File: config.mk
export PLATFORM = sky130hd
export DESIGN_NAME = euler_accum_bank
export DESIGN_NICKNAME = d
export VERILOG_FILES = /design/src/rtl/euler_accum_bank.sv
export SDC_FILE = /design/constraint.sdc
export NUM_CORES = 1
export LEC_CHECK = 0
export ABC_AREA = 1
export CELL_PAD_IN_SITES_DETAIL_PLACEMENT = 0
export CELL_PAD_IN_SITES_GLOBAL_PLACEMENT = 1
export CORE_AREA = 2 2 110 112
export CTS_CLUSTER_SIZE = 40
export DETAILED_ROUTE_END_ITERATION = 10
export DIE_AREA = 0 0 112 114
export PLACE_DENSITY = 0.81
export SYNTH_ARGS = -nofsm -noshare
export SYNTH_HDL_FRONTEND = slang
export SYNTH_SLANG_ARGS = --single-unit
File: constraint.sdc
create_clock -name clk -period 3.7 [get_ports clk]
set_input_delay 0.74 -clock clk [delete_from_list [all_inputs] [get_ports clk]]
set_output_delay 0.74 -clock clk [all_outputs]
set_load 0.005 [all_outputs]
File: src/rtl/euler_accum_bank.sv
// Bank of CHANNELS signed accumulators with a one-entry response buffer and sticky overflow flags.
// Define EULER_ACCUM_SATURATE_EN to clamp on ADD overflow instead of wrapping.
`timescale 1ns/1ps
module euler_accum_bank #(
  parameter int unsigned SIZE     = 16,
  parameter int unsigned CHANNELS = 4,
  parameter int unsigned CH_W     = 2
) (
  input  logic            clk,
  input  logic            rst_sync,
  input  logic            in_valid,
  output logic            in_ready,
  input  logic [CH_W-1:0] in_ch,
  input  logic [1:0]      in_op,
  input  logic [SIZE-1:0] in_data,
  output logic            out_valid,
  input  logic            out_ready,
  output logic [CH_W-1:0] out_ch,
  output logic [SIZE-1:0] out_data,
  output logic            out_ovf,
  output logic            ovf_any
);

  typedef enum logic [1:0] {
    OpAdd   = 2'b00,
    OpLoad  = 2'b01,
    OpClear = 2'b10,
    OpRead  = 2'b11
  } op_e;

  localparam logic [SIZE-1:0] MaxVal = {1'b0, {(SIZE-1){1'b1}}};
  localparam logic [SIZE-1:0] MinVal = {1'b1, {(SIZE-1){1'b0}}};

  logic [SIZE-1:0]     acc_q [CHANNELS];
  logic [CHANNELS-1:0] ovf_q;

  logic            out_valid_q;
  logic [CH_W-1:0] out_ch_q;
  logic [SIZE-1:0] out_data_q;
  logic            out_ovf_q;
  logic            ovf_any_q;

  logic            accept;
  logic            hit;
  logic [SIZE-1:0] cur_acc;
  logic            cur_ovf;
  logic [SIZE-1:0] sum;
  logic            add_ovf;
  logic [SIZE-1:0] acc_d;
  logic            ovf_d;

  assign in_ready = ~rst_sync & (~out_valid_q | out_ready);
  assign accept   = in_valid & in_ready;

  // Channel select as a compare loop so out-of-range indices simply miss.
  always_comb begin
    hit     = 1'b0;
    cur_acc = '0;
    cur_ovf = 1'b0;
    for (int unsigned i = 0; i < CHANNELS; i++) begin
      if (32'(in_ch) == i) begin
        hit     = 1'b1;
        cur_acc = acc_q[i];
        cur_ovf = ovf_q[i];
      end
    end
  end

  assign sum     = cur_acc + in_data;
  assign add_ovf = (cur_acc[SIZE-1] == in_data[SIZE-1]) && (sum[SIZE-1] != cur_acc[SIZE-1]);

  always_comb begin
    acc_d = cur_acc;
    ovf_d = cur_ovf;
    case (op_e'(in_op))
      OpAdd: begin
        ovf_d = cur_ovf | add_ovf;
`ifdef EULER_ACCUM_SATURATE_EN
        if (add_ovf) begin
          acc_d = cur_acc[SIZE-1] ? MinVal : MaxVal;
        end else begin
          acc_d = sum;
        end
`else
        acc_d = sum;
`endif
      end
      OpLoad: begin
        acc_d = in_data;
        ovf_d = 1'b0;
      end
      OpClear: begin
        acc_d = '0;
        ovf_d = 1'b0;
      end
      OpRead: begin
        acc_d = cur_acc;
        ovf_d = cur_ovf;
      end
      default: begin
        acc_d = cur_acc;
        ovf_d = cur_ovf;
      end
    endcase
    // Unmapped channel: answer with zeros, touch nothing.
    if (!hit) begin
      acc_d = '0;
      ovf_d = 1'b0;
    end
  end

  always_ff @(posedge clk) begin
    if (rst_sync) begin
      for (int unsigned i = 0; i < CHANNELS; i++) begin
        acc_q[i] <= '0;
      end
      ovf_q     <= '0;
      ovf_any_q <= 1'b0;
    end else begin
      if (accept) begin
        for (int unsigned i = 0; i < CHANNELS; i++) begin
          if (32'(in_ch) == i) begin
            acc_q[i] <= acc_d;
            ovf_q[i] <= ovf_d;
          end
        end
      end
      ovf_any_q <= |ovf_q;
    end
  end

  always_ff @(posedge clk) begin
    if (rst_sync) begin
      out_valid_q <= 1'b0;
      out_ch_q    <= '0;
      out_data_q  <= '0;
      out_ovf_q   <= 1'b0;
    end else if (accept) begin
      out_valid_q <= 1'b1;
      out_ch_q    <= in_ch;
      out_data_q  <= acc_d;
      out_ovf_q   <= ovf_d;
    end else if (out_ready) begin
      out_valid_q <= 1'b0;
    end
  end

  assign out_valid = out_valid_q;
  assign out_ch    = out_ch_q;
  assign out_data  = out_data_q;
  assign out_ovf   = out_ovf_q;
  assign ovf_any   = ovf_any_q;

endmodule

# After elaboration in Yosys (flattened, before gate mapping)
# Memory sizes are Yosys's and may differ from the RTL's.
# Index checks and enable logic that the tools add are counted.
[op_classes]
addsub = 1
eq_ne = 8
n_mux = 39
bitwise_logic = 10
reduce_logical = 10
[op_table]
columns = ["cell", "count"]
rows = [
  ["16-bit 2-to-1 mux", 9],
  ["16-bit one-hot mux with 4 select lines", 1],
  ["1-bit 2-to-1 mux", 28],
  ["16-bit adder", 1],
  ["2-bit equality test (second input constant)", 4],
  ["2-bit AND reduction", 4],
  ["1-bit OR", 6],
  ["2-bit by 1-bit equality test with 1-bit output (second input constant)", 2],
  ["2-bit logical NOT", 2],
  ["4-bit OR reduction", 1],
  ["1-bit one-hot mux with 3 select lines", 1],
  ["1-bit bitwise AND", 2],
  ["1-bit inverter", 2],
  ["2-bit nonzero test", 1],
  ["2-bit OR reduction", 1],
  ["1-bit equality test", 1],
  ["1-bit logical AND", 1],
  ["1-bit != test", 1],
]
[word_totals]
regBits = 25
mem_bits_rw = 64
inputBits = 24
out_inout_bits = 22
memories = 1
[memory_table]
columns = ["memory", "words", "width", "rd", "rd_ports_with_merged_regs", "wr", "line_no", "rtl"]
rows = [
  ["acc_q", 4, 16, 4, 0, 4, "34", "logic [SIZE-1:0] acc_q [CHANNELS];"],
]

# Depth between registers and ports, before layout
[logic_depth]
ltp_word = 11
mapped_depth = 19

# Worst setup path after synthesis
# OpenSTA, ideal clock, no wires.
[synth_timing]
kind = "input port to flip-flop"
startpoint = "input in_ch[1]"
endpoint = "memory acc_q[1][15] (data pin)"
t_arrival_ns = 2.553
required_time_ns = 3.434
slack_ns = 0.881
path_stages = 15
path_cell_list = "inv_2 > nand2_1 > buf_4 > o22ai_1 > o21ai_1 > ha_1 > or2_2 > nand3_1 > nand2_1 > nand2_1 > nand2_1 > nand2_1 > nand3_1 > nand2_1 > nor2_1"
[synth_lines]
columns = ["item", "line_no", "rtl"]
rows = [
  ["start, declared", "13", "input logic [CH_W-1:0] in_ch,"],
  ["end, declared", "34", ""],
]

==> impl_metrics.json <==
{
  "diodes": 0,
  "ios": 46,
  "grt.overflow.total": 0,
  "cts-root-buf": "clkbuf_16",
  "antenna_found_initial": 0,
  "post_cts_resized": 0,
  "grt_use_total": 0.241,
  "drt_iter0_markers": 413,
  "port_buffers": 45,
  "synth_seq_cells": 89,
  "ys.warnings.count": 0,
  "finClkSkew_ps": 9.95,
  "synth_area_leaders": "edfxtp_1 (39%), nand2_1 (13%), dfxtp_1 (10%), nor2_1 (7.0%), nand3_1 (4.6%)",
  "maxCapViolations": 0,
  "drtAntennaViolNets": 0,
  "grt_pass1_vias": 4238,
  "synth-compound-area-share": 0.124,
  "grt_start_max_net_pins": 21,
  "wl_mm": 15.1,
  "worstSetupPathType": "primary input to flop",
  "wl_per_cell_um": 17.3,
  "place_area_um2": 5960,
  "clock_latency_ps": 350,
  "cts_tree": "done",
  "synth_top_family_by_area": "simple AND/OR/NAND/NOR gates",
  "drc_errors": 0,
  "place_inst": 860,
  "synthMostInstantiatedCell": "nand2_1",
  "cts_hold_buf": 0,
  "rsz0062_at_grt": "no",
  "cts.clk_slew.worst_paths_ps": 60,
  "critPathArrivalTime_ps": 3560,
  "vias": 4629,
  "core-area_um2": 11700,
  "finalInstanceArea_um2": 6250,
  "synth-edff-count": 64,
  "dr.pass1.iters": 5,
  "h-tree-depth": 3,
  "synth-main-ff-cell": "edfxtp_1",
  "fin_crit_sh": 0.940,
  "clock-sinks": 89,
  "netlist_area_um2": 4870,
  "synth_simple_gate_area_frac": 0.270,
  "hpwlAfterDp_mm": 11.5,
  "max_freq_mhz": 287,
  "ys_types": 36,
  "finalSetupViolCount": 0,
  "drive_above_1_share": 0.139,
  "fin_setup_tns_ps": 0,
  "start_util": 0.416,
  "critPathCaptureType": "flop",
  "powerDensity_nw_per_um2": 416,
  "timing.reg2reg.setup_slack_ps": 1050,
  "ys_async_sr_fraction": 0,
  "synth_xor_area_frac": 0.00360,
  "synth.mux.area_fraction": 0,
  "avgSynthCellArea_um2": 7.89,
  "hold_viol_final": 0,
  "synth_top_area_frac": 0.395,
  "rows": 40,
  "status": "complete, no violations",
  "synth_nets": 657,
  "fp.dieH_um": 114,
  "hp-class": "flop to flop",
  "viasPerCell": 5.28,
  "stdcell_count": 876,
  "critical_path_required_ps": 3780,
  "final.hold.worst_slack_ps": 464,
  "synth_fa_ha_area_frac": 0.0426,
  "irDropWorstVdd_v": 0.000303,
  "cts_max_path_buffers": 2,
  "cts_setup_buffers": 0,
  "synth_common_cells": "nand2_1 (166), nor2_1 (91), edfxtp_1 (64)",
  "area_growth_pct": 28.3,
  "power.leakage_nw": 2.71,
  "fillCellCount": 1112,
  "yosysTopAreaCell": "edfxtp_1",
  "synthCells": 617,
  "cp-start-kind": "primary input",
  "worst_pin_slew_ps": 662,
  "min_period_ps": 3480,
  "gp_congestion": 0.902,
  "die_w_um": 112,
  "cts_buffers": 9,
  "synth-seq-area-share": 0.497,
  "grt_first_pass_wirelength_mm": 23.2,
  "dieArea_um2": 12800,
  "path_max_fanout": 7,
  "nets": 764,
  "slew_headroom": 0.558,
  "slew_viol_final": 0
}
==> cells in the final DEF (no fill, tap or decap), drive strengths merged, types with 7 or more instances in the layout <==
| cell | n |
|---|---|
| edfxtp | 64 |
| ha | 15 |
| nand4 | 7 |
| dfxtp | 25 |
| o21ai | 46 |
| buf | 69 |
| nor2 | 93 |
| a21oi | 42 |
| nand3 | 45 |
| clkdlybuf4s50 | 44 |
| inv | 60 |
| nand2 | 167 |
| clkbuf | 14 |
==> worst paths after layout <==
check,cells past startpoint,end,from
max,17,acc_q[3][15]$_SDFFCE_PN0P_,in_ch[1]
min,2,out_data[7]$_SDFFE_PP0P_,out_data[7]$_SDFFE_PP0P_
max reg2reg,14,acc_q[3][15]$_SDFFCE_PN0P_,acc_q[3][7]$_SDFFCE_PN0P_
min reg2reg,2,out_data[7]$_SDFFE_PP0P_,out_data[7]$_SDFFE_PP0P_
==> power breakdown <==
group / switching (W) / internal, W / leakage (nW) / total (W)
clock network: 0.000373 / 0.000510 / 0.139 / 0.000882
registers: 0.0000163 / 0.00112 / 0.868 / 0.00113
logic: 0.000336 / 0.000245 / 1.70 / 0.000581
==> layer usage <==
metal | routed length, um | GRT usage | up-vias | share of wire
met1 | 6950 | 0.333 | 2197 | 0.46
li1 | - | - | 2271 | -
met2 | 7140 | 0.392 | 145 | 0.47
met3 | 774 | 0.0441 | 16 | 0.051
met4 | 261 | 0.0683 | 0 | 0.017
met5 | 0 | 0 | - | 0
==> per-stage QoR <==
step / util / worst slack (ps) / total power, W
floorplan: - / 881 / 0.00145
global placement: 0.509 / -277 / 0.00172
detailed placement: 0.509 / -259 / 0.00173
CTS: 0.533 / 97.7 / 0.00260
global route: 0.534 / 16.3 / 0.00271
finish: 0.534 / 221 / 0.00260
==> area by class of cell <==
cell class                      count  area (um^2)  area share
Sequential cell                    89         2420       0.388
Timing Repair Buffer              114          983       0.157
Inverter                           61          229      0.0366
Clock buffer                       14          274      0.0438
Multi-Input combinational cell    449         2150       0.343
Tap cell                          147          184      0.0294
Clock inverter                      2         12.5     0.00200
==> registers in the layout (all words and copies together), names as in the netlist <==
name       flops
ovf_q          4
acc_q         64
out_ch         2
ovf_any        1
out_data      16
out_ovf        1
out_valid      1
==> logic make-up (layout without fill, tap and decap cells) <==
logic type / count (synthesis) / in the layout
XOR/XNOR: 2 / 2
flip-flops: 89 / 89
AND/OR/NAND/NOR: 322 / 322
adder cells (fa/ha/maj): 16 / 16
AO/OA/AOI/OAI: 109 / 109
buffers and inverters: 79 / 191
==> worst max-delay path, cell delays in order <==
cell and delay (ps):
clkdlybuf4s50_1 470, buf_4 160, nand2_2 150, or2_2 310
nand2_1 170, inv_1 70, ha_1 350, nand2_1 90
inv_1 120, nand2_1 120, nor3_2 160, nand2_1 120
buf_4 150, nand4_1 60, nand3_1 100, nand2_1 160
nor2_1 60
No activity file was read; power rests on OpenSTA's default activity.
